<file path="config.mk">
export PLATFORM = sky130hd
export DESIGN_NAME = apb_arbiter
export DESIGN_NICKNAME = d
export VERILOG_FILES = /design/src/rtl/apb_arbiter.sv
export SDC_FILE = /design/constraint.sdc
export NUM_CORES = 1
export LEC_CHECK = 0
export CAP_MARGIN = 15
export CORE_ASPECT_RATIO = 0.6
export CORE_MARGIN = 2
export CORE_UTILIZATION = 43
export DETAILED_ROUTE_END_ITERATION = 6
export PLACE_DENSITY = 0.95
export SLEW_MARGIN = 40
export SYNTH_ARGS = -nofsm -noshare
export SYNTH_HDL_FRONTEND = slang
export SYNTH_SLANG_ARGS = --single-unit
</file>
<file path="constraint.sdc">
create_clock -name PCLK -period 3.7 [get_ports PCLK]
set_input_delay 1.11 -clock PCLK [delete_from_list [all_inputs] [get_ports PCLK]]
set_output_delay 1.11 -clock PCLK [all_outputs]
set_load 0.01 [all_outputs]
</file>
<file path="src/rtl/apb_arbiter.sv">
// Two-requester round-robin arbiter driving a single APB master port.
// Each requester's transfer is latched at grant and run through SETUP/ACCESS.
// A wait-state counter aborts a stalled ACCESS and reports it with an error pulse.
module apb_arbiter #(
  parameter int unsigned TIMEOUT = 16
) (
  input  logic        PCLK,
  input  logic        PRESET,
  input  logic        REQ0,
  input  logic        REQ1,
  input  logic        WRITE0,
  input  logic        WRITE1,
  input  logic [31:0] ADDR0,
  input  logic [31:0] ADDR1,
  input  logic [31:0] WDATA0,
  input  logic [31:0] WDATA1,
  output logic        GNT0,
  output logic        GNT1,
  output logic        DONE0,
  output logic        DONE1,
  output logic        ERR0,
  output logic        ERR1,
  output logic [31:0] RDATA0,
  output logic [31:0] RDATA1,
  output logic        PSEL,
  output logic        PENABLE,
  output logic        PWRITE,
  output logic [31:0] PADDR,
  output logic [31:0] PWDATA,
  input  logic        PREADY,
  input  logic [31:0] PRDATA
);

  // Counter must represent TIMEOUT itself without wrapping.
  localparam int unsigned CNT_W = (TIMEOUT < 1) ? 1 : $clog2(TIMEOUT + 1);

  typedef enum logic [1:0] {
    IDLE   = 2'd0,
    SETUP  = 2'd1,
    ACCESS = 2'd2
  } state_t;

  state_t             state_q, state_d;
  logic               last_q, last_d;
  logic [CNT_W-1:0]   cnt_q, cnt_d;
  logic [CNT_W-1:0]   cnt_inc;
  logic               pick1;
  logic               owner;
  logic               finish;

  logic               gnt0_d, gnt1_d, done0_d, done1_d, err0_d, err1_d;
  logic               psel_d, penable_d, pwrite_d;
  logic [31:0]        paddr_d, pwdata_d, rdata0_d, rdata1_d;

  // State, pointer, counter and all registered outputs.
  always_ff @(posedge PCLK or negedge PRESET) begin
    if (!PRESET) begin
      state_q <= IDLE;
      last_q  <= 1'b1;
      cnt_q   <= '0;
      GNT0    <= 1'b0;
      GNT1    <= 1'b0;
      DONE0   <= 1'b0;
      DONE1   <= 1'b0;
      ERR0    <= 1'b0;
      ERR1    <= 1'b0;
      RDATA0  <= 32'd0;
      RDATA1  <= 32'd0;
      PSEL    <= 1'b0;
      PENABLE <= 1'b0;
      PWRITE  <= 1'b0;
      PADDR   <= 32'd0;
      PWDATA  <= 32'd0;
    end else begin
      state_q <= state_d;
      last_q  <= last_d;
      cnt_q   <= cnt_d;
      GNT0    <= gnt0_d;
      GNT1    <= gnt1_d;
      DONE0   <= done0_d;
      DONE1   <= done1_d;
      ERR0    <= err0_d;
      ERR1    <= err1_d;
      RDATA0  <= rdata0_d;
      RDATA1  <= rdata1_d;
      PSEL    <= psel_d;
      PENABLE <= penable_d;
      PWRITE  <= pwrite_d;
      PADDR   <= paddr_d;
      PWDATA  <= pwdata_d;
    end
  end

  // Next-state, arbitration and next values of the registered outputs.
  always_comb begin
    state_d   = state_q;
    last_d    = last_q;
    cnt_d     = cnt_q;
    cnt_inc   = cnt_q + CNT_W'(1);
    pick1     = 1'b0;
    owner     = GNT1;
    finish    = 1'b0;
    gnt0_d    = GNT0;
    gnt1_d    = GNT1;
    done0_d   = 1'b0;
    done1_d   = 1'b0;
    err0_d    = 1'b0;
    err1_d    = 1'b0;
    rdata0_d  = RDATA0;
    rdata1_d  = RDATA1;
    psel_d    = PSEL;
    penable_d = PENABLE;
    pwrite_d  = PWRITE;
    paddr_d   = PADDR;
    pwdata_d  = PWDATA;

    case (state_q)
      IDLE: begin
        if (REQ0 || REQ1) begin
          // On a tie, the requester not served last wins.
          pick1     = (REQ0 && REQ1) ? ~last_q : REQ1;
          state_d   = SETUP;
          psel_d    = 1'b1;
          penable_d = 1'b0;
          gnt0_d    = ~pick1;
          gnt1_d    = pick1;
          pwrite_d  = pick1 ? WRITE1 : WRITE0;
          paddr_d   = pick1 ? ADDR1  : ADDR0;
          pwdata_d  = pick1 ? WDATA1 : WDATA0;
        end
      end

      SETUP: begin
        state_d   = ACCESS;
        penable_d = 1'b1;
        cnt_d     = '0;
      end

      ACCESS: begin
        finish = PREADY || (cnt_inc == CNT_W'(TIMEOUT));
        if (finish) begin
          state_d   = IDLE;
          psel_d    = 1'b0;
          penable_d = 1'b0;
          gnt0_d    = 1'b0;
          gnt1_d    = 1'b0;
          last_d    = owner;
          done0_d   = ~owner;
          done1_d   = owner;
          err0_d    = ~owner & ~PREADY;
          err1_d    = owner & ~PREADY;
          // Only a real read completion updates the captured data.
          if (PREADY && !PWRITE) begin
            if (owner) rdata1_d = PRDATA;
            else       rdata0_d = PRDATA;
          end
        end else begin
          cnt_d = cnt_inc;
        end
      end

      default: begin
        state_d = IDLE;
      end
    endcase
  end

endmodule

</file>
==> results of run 1 <==
## cell usage in the layout, fill, tap and decap left out, drive strengths merged, types with 2 or more instances in the layout
cell and count:
a21oi 3, a222oi 65, a31oi 2, buf 10, clkbuf 18, clkdlybuf4s50 302, clkinv 4, clkinvlp 4
dfrtp 144, diode 2, inv 75, mux2 64, nand2 7, nand2b 2, nand3 2, nor2 10
nor2b 2, nor3 5, nor3b 3, o21ai 5, o21bai 2, o22ai 2, o2bb2ai 2
## final cells by class
type,count,area share [%]
timing repair buffer,312,32.32
tap,175,2.264
clock inverter,14,1.319
sequential,145,37.52
clock buffer,18,4.540
multi-input combinational,186,19.18
inverter,70,2.794
antenna,2,0.05174
## per-layer routing
| layer | vias up | global-route usage [%] | routed length (microns) |
|---|---|---|---|
| met5 | - | 0 | 0 |
| met4 | 0 | 6.651 | 195 |
| met3 | 16 | 6.591 | 1354 |
| met2 | 237 | 42.48 | 9591 |
| met1 | 2535 | 31.33 | 7720 |
| li1 | 2204 | - | - |
## Yosys cell counts
| library cell | instances |
|---|---|
| a21o_1 | 1 |
| a21oi_1 | 3 |
| a222oi_1 | 65 |
| a22oi_1 | 1 |
| a31oi_1 | 2 |
| a41oi_1 | 1 |
| and3_1 | 1 |
| buf_12 | 3 |
| buf_2 | 12 |
| buf_4 | 1 |
| buf_6 | 5 |
| clkbuf_1 | 10 |
| dfrtp_1 | 144 |
| dfstp_2 | 1 |
| ha_1 | 1 |
| inv_1 | 68 |
| inv_4 | 1 |
| inv_6 | 1 |
| mux2_1 | 8 |
| mux2_2 | 26 |
| mux2_4 | 30 |
| mux2i_1 | 1 |
| nand2_1 | 6 |
| nand2_4 | 1 |
| nand2b_1 | 2 |
| nand3_1 | 2 |
| nand3b_1 | 1 |
| nor2_1 | 10 |
| nor2b_1 | 2 |
| nor3_1 | 5 |
| nor3b_1 | 2 |
| nor3b_4 | 1 |
| nor4_1 | 1 |
| o21ai_0 | 4 |
| o21ai_1 | 1 |
| o21bai_1 | 2 |
| o22ai_1 | 2 |
| o2bb2ai_1 | 2 |
| o311ai_0 | 1 |
| or4b_1 | 1 |
## flip-flops by register name (all words and copies together) (netlist names)
name and flops:
DONE0 1, DONE1 1, ERR0 1, ERR1 1
GNT0 1, GNT1 1, PADDR 32, PENABLE 1
PSEL 1, PWDATA 32, PWRITE 1, RDATA0 32
RDATA1 32, cnt_q 5, last_q 1, state_q 2
## power breakdown
part	internal [W]	switching, W	total, W
combinational	0.00209	0.00150	0.00359
sequential	0.00233	0.000513	0.00284
clock	0.000952	0.000685	0.00164
## through the flow
stage,power (W),setup WS [ns],instance area (sq um)
2_1_floorplan,0.004387,1.202,5953
3_3_place_gp,0.006262,0.5484,9101
3_5_place_dp,0.006440,0.5072,9101
4_1_cts,0.008127,0.9327,9668
5_1_grt,0.008502,0.8797,9673
6_report,0.008074,0.8908,9673
## worst max-delay path by stage
stage | start | endpoint | slack (ns) | cells after the start
after CTS | PREADY | RDATA0[26] | 0.93 | 4
after global placement | PREADY | RDATA0[20] | 0.55 | 4
final | PREADY | RDATA0[27] | 0.89 | 4
after global routing | PREADY | RDATA0[23] | 0.88 | 4
after detailed placement | PREADY | RDATA0[21] | 0.51 | 4
after floorplan | PREADY | RDATA0[0] | 1.20 | 5
## critical path: cells and delay by family
kind          cells  cell delay (ns)
buf+inv           2             0.97
simple gates      1             0.62
mux               1             0.37
## kinds of logic after synthesis
family | after synthesis | share of synthesized area (%)
AND/OR/NAND/NOR | 35 | 3.279
adder cells (fa/ha/maj) | 1 | 0.2101
AO/OA/AOI/OAI | 85 | 13.11
multiplexers | 65 | 14.17
buffers and inverters | 101 | 8.260
flip-flops | 145 | 60.97
==> run summary, run 1 <==
Post-synthesis cell area -> 0.005953 sq mm
Remaining Overflow, GRT -> 0
Drc violations -> 0
Arrival @ worst endpoint -> 3.09 ns
Initial cell density of the core -> 43.82%
WHS Path Cells -> 1
1st-iter DRT viols -> 569
Final setup fails -> 0
Fin nets -> 900
Sum of negative setup slack -> 0 ns
Drt via density -> 5.414
Clock Latency Late Sink -> 0.40 ns
Syn_nets -> 600
Die Area -> 0.01483 sq mm
Avg Cell Area, Syn -> 13.78 sq um
Post-route clock period utilization -> 75.92%
Crit-path max FO -> 32
Vias in the first global route -> 5,171
CTS tree -> yes
Multi-input logic area -> 0.001856 sq mm
1st-pass router iterations -> 7
Max Cap Violations -> 0
Fillers -> 897
H-tree depth -> 4
IO Pins -> 304
FMAX -> 356.0 MHz
Worst hold endpoint -> RDATA1[8]
Longest Clk Path Bufs -> 2
Root buffer cell -> clkbuf_16
Slew Limit Fails -> 0
# hold bufs at CTS -> 0
Maximum vdd drop -> 0.4105 mV
Detailed Route WL -> 18.86 mm
R2R Path Start -> state_q[1]
Tmin final -> 2.809 ns
Non-filler cells, final -> 922
Layout cells sized above 1 -> 14.36%
Post-CTS setup buffer count -> 0
Synth area leader -> dfrtp_1
Slew @ Worst Pin -> 0.6538 ns
CTS Buf Count -> 17
CP Data Required Time -> 3.98 ns
Worst slew margin -> 56.41%
YS warnings -> 0
Fin Hold WS -> 0.4915 ns
Critical Path Slowest Stage Cell -> clkdlybuf4s50_1
Synth top area cells -> dfrtp_1 (61%), a222oi_1 (11%), mux2_4 (7.6%)
Wire length per cell -> 20.46 microns
Netlist cell types -> 40
Dpl hpwl -> 14.15 mm
RSZ-0062 raised after global routing -> no
Vias -> 4,992
Register area share after synthesis -> 60.97%
Yosys top cell area share -> 60.53%
Worst R2R Path Depth -> 6
GRT Resource Usage Total -> 24.69%
Cell count after placement -> 888
Clk slew on worst S/H paths -> 0.06 ns
Clk_skew -> 0.01332 ns
Status -> completed
Post-route ant nets -> 0
Pleak -> 4.461 nW
Crit-path cells -> clkdlybuf4s50_1, or4b_2, buf_4, mux2_4
Clock sinks -> 145
Die height -> 95.14 microns
Final hold vios -> 0
Number of synthesized register bits -> 145
RR Endpoint -> RDATA1[28]
GPL Wtd Cong -> 0.8226
Number of port buffers -> 303
Slowest cell delay on critical path -> 0.64 ns
Initial antenna violation count -> 2
First-pass GRT wire length -> 27.97 mm
Area Overhead vs Synth -> 62.48%
Sequential cell area -> 0.003630 sq mm
CORE AREA -> 0.01358 sq mm
Pwr dens -> 834.7 mW/mm^2
Cts repair resizes -> 0
HP Class -> flop to flop
Syn Inst Count -> 432
Kind of critical path -> input port to flop
Worst Hold Launch -> RDATA1[8]
Worst setup SP type -> input port
Pin count of the biggest net entering global routing -> 74
Die Wd -> 155.9 microns
Cell Rows -> 33
CP endpoint kind -> flop
Final core occ -> 71.21%
Reg2reg setup slack -> 1.48 ns
(Power assumes the default switching activity.)
==> inputs of run 2 (changes only) <==
--- a/config.mk
+++ b/config.mk
@@ -8,9 +8,9 @@
 export CAP_MARGIN = 15
 export CORE_ASPECT_RATIO = 0.6
 export CORE_MARGIN = 2
-export CORE_UTILIZATION = 43
+export CORE_UTILIZATION = 40
 export DETAILED_ROUTE_END_ITERATION = 6
-export PLACE_DENSITY = 0.95
+export PLACE_DENSITY = 0.93
 export SLEW_MARGIN = 40
 export SYNTH_ARGS = -nofsm -noshare
 export SYNTH_HDL_FRONTEND = slang
==> constraint.sdc (replaced) <==
create_clock -name PCLK -period 2.79 [get_ports PCLK]
set_input_delay 0.837 -clock PCLK [delete_from_list [all_inputs] [get_ports PCLK]]
set_output_delay 0.837 -clock PCLK [all_outputs]
set_load 0.01 [all_outputs]
==> run summary, run 2 (synthesis gave the netlist of run 1 again) <==
1st-iter DRT viols -> 499 (-12%)
Cell Rows -> 34 (+3.0%)
CP Data Required Time -> 1.95 ns (-2.03 ns)
# hold bufs at CTS -> 0 (unchanged)
Sequential cell area -> 0.003630 sq mm (unchanged)
Most frequent cells in the layout -> clkdlybuf4s50_1 (302), dfrtp_1 (144), inv_1 (68), a222oi_1 (65), mux2_4 (30)
Longest Clk Path Bufs -> 2 (unchanged)
First-pass GRT wire length -> 27.70 mm (-0.96%)
Clk_skew -> 0.006626 ns (-0.006696 ns)
Status -> finished, violations left
Clock sinks -> 145 (unchanged)
H-tree depth -> 4 (unchanged)
Fillers -> 1,022 (+14%)
Post-CTS setup buffer count -> 0 (unchanged)
GRT Resource Usage Total -> 22.16% (-2.5 points)
GPL Wtd Cong -> 0.8468 (+2.9%)
Worst slew margin -> 62.95% (+6.5 points)
Crit-path cells -> clkdlybuf4s50_1
Remaining Overflow, GRT -> 0 (unchanged)
Die Area -> 0.01591 sq mm (+7.2%)
Buf/Inv on CP -> 1 (-1)
Clock Latency Late Sink -> 0.40 ns (about the same)
Worst setup SP type -> flop
Slowest cell delay on critical path -> 0.58 ns (-0.06 ns)
Drt via density -> 5.094 (-5.9%)
Root buffer cell -> clkbuf_16
CP endpoint kind -> output pin
Die height -> 98.50 microns (+3.5%)
Area Overhead vs Synth -> 64.67%
CP startpoint -> GNT1
Tmin final -> 2.261 ns
Initial antenna violation count -> 0 (-2)
Post-route clock period utilization -> 81.04%
Sum of negative setup slack -> 0 ns (unchanged)
Final setup fails -> 0 (unchanged)
Die Wd -> 161.5 microns (+3.6%)
Vias -> 4,819 (-3.5%)
HP Class -> input port to asynchronous set/reset pin
FMAX -> 442.3 MHz
Pwr dens -> 1099 mW/mm^2 (+32%)
CTS Buf Count -> 17 (unchanged)
Vias in the first global route -> 5,034 (-2.6%)
Sequential Power Share -> 34.8% (-0.4 points)
Crit path max-delay family -> buffers and inverters
Clk slew on worst S/H paths -> 0.06 ns (about the same)
Final core occ -> 67.58% (-3.6 points)
Post-route ant nets -> 0 (unchanged)
Cts repair resizes -> 0 (unchanged)
Internal cell power -> 0.007239 W (+35%)
Detailed Route WL -> 17.87 mm (-5.3%)
Placed inst area -> 0.009215 sq mm (+1.3%)
Slew Limit Fails -> 0 (unchanged)
CORE AREA -> 0.01451 sq mm (+6.8%)
Clock Power Share -> 20.7% (+0.4 points)
Net Sw Power -> 0.003532 W (+31%)
Multi-input logic area -> 0.001856 sq mm (unchanged)
Sw Share -> 32.79% (-0.67 points)
RSZ-0062 raised after global routing -> no
Maximum vdd drop -> 0.7748 mV (+89%)
Most common cell after layout, fill and taps aside -> clkdlybuf4s50_1
Critical Path Slowest Stage Cell -> clkdlybuf4s50_1
Ant. Diodes -> 0 (-2)
R2R Path Start -> state_q[1]
Dpl hpwl -> 13.14 mm (-7.2%)
Kind of critical path -> flop to output pin
Wire length per cell -> 18.88 microns (-7.7%)
Arrival @ worst endpoint -> 1.42 ns (-1.67 ns)
Fin nets -> 903 (+0.33%)
Final Instance Area -> 0.009803 sq mm (+1.3%)
Pin count of the biggest net entering global routing -> 67 (-9.5%)
Comb pwr share -> 44.6% (about the same)
CTS tree -> yes
IO Pins -> 304 (unchanged)
Initial cell density of the core -> 41.04% (-2.8 points)
Layout cells sized above 1 -> 14.57% (+0.21 points)
Final hold vios -> 0 (unchanged)
Pleak -> 4.503 nW (+0.93%)
1st-pass router iterations -> 7 (unchanged)
Number of port buffers -> 303 (unchanged)
Crit-path max FO -> 6 (-81%)
Max Cap Violations -> 0 (unchanged)
Drc violations -> 3 (+3)
Violated checks -> DRC
Slew @ Worst Pin -> 0.5557 ns (-0.09815 ns)
-- run 2: changes by cell type in the layout (fill, tap and decap cells not counted), sizes merged --
cell    change
buf         +3
bufinv      +1
clkinv      +1
diode       -2
inv         -2
-- run 2: final timing paths --
path	end	slack [ns]	depth (start not counted)
worst max-delay path	GNT1	0.53	1
worst min-delay path	RDATA0[17]	0.40	1
worst max register to register	RDATA0[27]	0.68	4
worst min register to register	RDATA1[15]	0.49	1
max in group asynchronous	last_q	1.69	2
min in group PCLK	RDATA1[15]	0.49	1
-- run 2: stage by stage --
step | hold slack [ns] | total power, W | instances | setup slack, ns
5_1_grt | 0.4234 | 0.01138 | 946 | 0.4519
6_report | 0.3976 | 0.01077 | 946 | 0.5291
3_5_place_dp | 0.4766 | 0.008581 | 914 | 0.1441
3_3_place_gp | 0.4682 | 0.008377 | 914 | 0.1760
2_1_floorplan | 0.4833 | 0.005817 | 432 | 0.5653
4_1_cts | 0.4101 | 0.01087 | 946 | 0.5011
-- run 2: metal layers --
| layer | part of all wire, % | vias up | global-route usage (%) |
|---|---|---|---|
| met1 | 42 | 2391 | 28.71 |
| met2 | 49 | 215 | 36.88 |
| li1 | - | 2202 | - |
| met3 | 9.1 | 11 | 7.828 |
| met4 | 0.53 | 0 | 3.503 |
| met5 | 0 | - | 0 |
-- run 2: cell type report --
cell class                 instances  area share, %
clock buffer                      18          4.378
clock inverter                    14          1.621
inverter                          70          2.757
multi-input combinational        186          18.93
sequential                       145          37.03
tap                              198          2.527
timing repair buffer             315          32.76
-- run 2: power by group through the flow --
stage,clock (W),combinational [W],sequential [W]
floorplan,0,0.00176,0.00406
global placement,0,0.00468,0.00370
detailed placement,0,0.00484,0.00374
CTS,0.00228,0.00485,0.00374
global route,0.00238,0.00515,0.00386
finish,0.00223,0.00480,0.00374
==> inputs of run 3 (changes only) <==
==> constraint.sdc (replaced) <==
create_clock -name PCLK -period 2.1 [get_ports PCLK]
set_input_delay 0.63 -clock PCLK [delete_from_list [all_inputs] [get_ports PCLK]]
set_output_delay 0.63 -clock PCLK [all_outputs]
set_load 0.01 [all_outputs]
==> run summary, run 3 (synthesis gave the netlist of run 1 again) <==
Clock Power Share -> 20.2% (-0.5 points)
Final setup fails -> 0 (unchanged)
GRT Resource Usage Total -> 23.12% (+0.96 points)
Worst R2R Path Depth -> 5 (+1)
Area Overhead vs Synth -> 65.43%
Drc violations -> 6 (+3)
Post-CTS setup buffer count -> 0 (unchanged)
Multi-input logic area -> 0.001856 sq mm (unchanged)
IO Pins -> 304 (unchanged)
Pleak -> 4.540 nW (+0.82%)
Number of port buffers -> 303 (unchanged)
Max Cap Violations -> 0 (unchanged)
Remaining Overflow, GRT -> 0 (unchanged)
Arrival @ worst endpoint -> 2.32 ns (+0.90 ns)
Kind of critical path -> input port to flop
Worst slew margin -> 76.77% (+14 points)
First-pass GRT wire length -> 28.80 mm (+4.0%)
Vias in the first global route -> 5,288 (+5.0%)
GPL Wtd Cong -> 0.7975 (-5.8%)
RR Endpoint -> RDATA0[25]
Layout cells sized above 1 -> 15.41% (+0.83 points)
Final worst setup slack -> 0.04789 ns (-0.4812 ns)
Clk slew on worst S/H paths -> 0.07 ns (about the same)
Most frequent cells in the layout -> clkdlybuf4s50_1 (302), dfrtp_1 (142), inv_1 (68), a222oi_1 (65), mux2_4 (30)
Dpl hpwl -> 13.60 mm (+3.6%)
Power, Total -> 0.01436 W (+33%)
Post-route ant nets -> 0 (unchanged)
Crit-path max FO -> 32 (+26)
Vias -> 4,935 (+2.4%)
Initial cell density of the core -> 41.04% (unchanged)
Sequential Power Share -> 34.4% (-0.4 points)
Wire length per cell -> 19.24 microns (+1.9%)
Root buffer cell -> clkbuf_16
Detailed Route WL -> 18.30 mm (+2.4%)
Pin count of the biggest net entering global routing -> 55 (-18%)
DP Worst Slack -> -0.3412 ns (-0.4853 ns)
Reg2reg setup slack -> 0.16 ns (-0.52 ns)
Longest Clk Path Bufs -> 2 (unchanged)
Final hold vios -> 0 (unchanged)
CP Data Required Time -> 2.37 ns (+0.42 ns)
Ant. Diodes -> 0 (unchanged)
Slew Limit Fails -> 0 (unchanged)
Post-route clock period utilization -> 97.72%
Cell Rows -> 34 (unchanged)
CP endpoint kind -> flop
Internal cell power -> 0.009615 W (+33%)
Maximum vdd drop -> 0.6991 mV (-9.8%)
Status -> finished, violations left
Tmin final -> 2.052 ns
Fin Hold WS -> 0.05064 ns (-0.3470 ns)
Die Wd -> 161.5 microns (unchanged)
Fin nets -> 908 (+0.55%)
H-tree depth -> 4 (unchanged)
Worst setup SP type -> input port
Final core occ -> 67.89% (+0.31 points)
1st-pass router iterations -> 7 (unchanged)
Violated checks -> DRC
Fillers -> 1,040 (+1.8%)
Clock sinks -> 145 (unchanged)
1st-iter DRT viols -> 497 (-0.40%)
Most common cell after layout, fill and taps aside -> clkdlybuf4s50_1
Drt via density -> 5.189 (+1.9%)
CTS tree -> yes
Clock Latency Late Sink -> 0.40 ns (about the same)
R2R Path Start -> state_q[0]
Clk_skew -> 0.01555 ns (+0.008920 ns)
Sw Share -> 33.06% (+0.27 points)
Final Instance Area -> 0.009848 sq mm (+0.46%)
Comb pwr share -> 45.4% (+0.8 points)
Placed inst area -> 0.009278 sq mm (+0.68%)
CORE AREA -> 0.01451 sq mm (unchanged)
Net Sw Power -> 0.004748 W (+34%)
FMAX -> 487.3 MHz
Pwr dens -> 1458 mW/mm^2 (+33%)
Die height -> 98.50 microns (unchanged)
RSZ-0062 raised after global routing -> no
Sequential cell area -> 0.003632 sq mm (about the same)
HP Class -> input port to asynchronous set/reset pin
Die Area -> 0.01591 sq mm (unchanged)
Initial antenna violation count -> 0 (unchanged)
CTS Buf Count -> 17 (unchanged)
Slew @ Worst Pin -> 0.3484 ns (-0.2073 ns)
run 3: worst max path at each step:
stage,startpoint,endpoint,slack [ns],cells after the start
5_1_grt,PWDATA[4],PWDATA[4],0.03,1
6_report,PREADY,RDATA0[25],0.05,4
3_3_place_gp,PREADY,RDATA0[17],-0.31,4
2_1_floorplan,PREADY,RDATA0[0],0.08,5
3_5_place_dp,PREADY,RDATA0[21],-0.34,4
4_1_cts,GNT1,GNT1,0.01,1
run 3: what timing repair did:
action / 4_1_cts / 5_1_grt
setup endpoints to repair: 0 / 2
hold buffers: 0 / 0
gates resized for setup: 0 / 2
run 3: power by group through the flow:
stage | sequential [W] | clock (W) | combinational [W]
final | 0.00495 | 0.00290 | 0.00652
after global routing | 0.00511 | 0.00311 | 0.00700
after CTS | 0.00494 | 0.00297 | 0.00657
after detailed placement | 0.00495 | 0 | 0.00655
after global placement | 0.00488 | 0 | 0.00634
after floorplan | 0.00539 | 0 | 0.00234
run 3: metrics by stage:
stage / setup TNS [ns] / instances
6_report: 0 / 951
5_1_grt: 0 / 951
4_1_cts: 0 / 951
3_5_place_dp: -23.29 / 919
3_3_place_gp: -18.74 / 919
2_1_floorplan: 0 / 432
run 3: critical path: stages:
cell and delay, ns:
clkdlybuf4s50_1 0.48, or4b_2 0.64, buf_12 0.22, mux2_4 0.33
run 3: metal layers:
metal / wire length (microns) / vias up / GRT usage [%] / part of all wire (%)
li1: - / 2215 / - / -
met1: 7646 / 2456 / 30.10 / 42
met2: 8937 / 246 / 38.43 / 49
met3: 1500 / 18 / 7.071 / 8.2
met4: 212 / 0 / 5.082 / 1.2
met5: 0 / - / 0 / 0
run 3: cell type report:
cell class / instances / share of cell area [%]
Inverter: 70 / 2.744
Tap cell: 198 / 2.516
Timing Repair Buffer: 320 / 33.25
Clock inverter: 13 / 1.270
Clock buffer: 19 / 4.498
Multi-Input combinational cell: 186 / 18.84
Sequential cell: 145 / 36.88
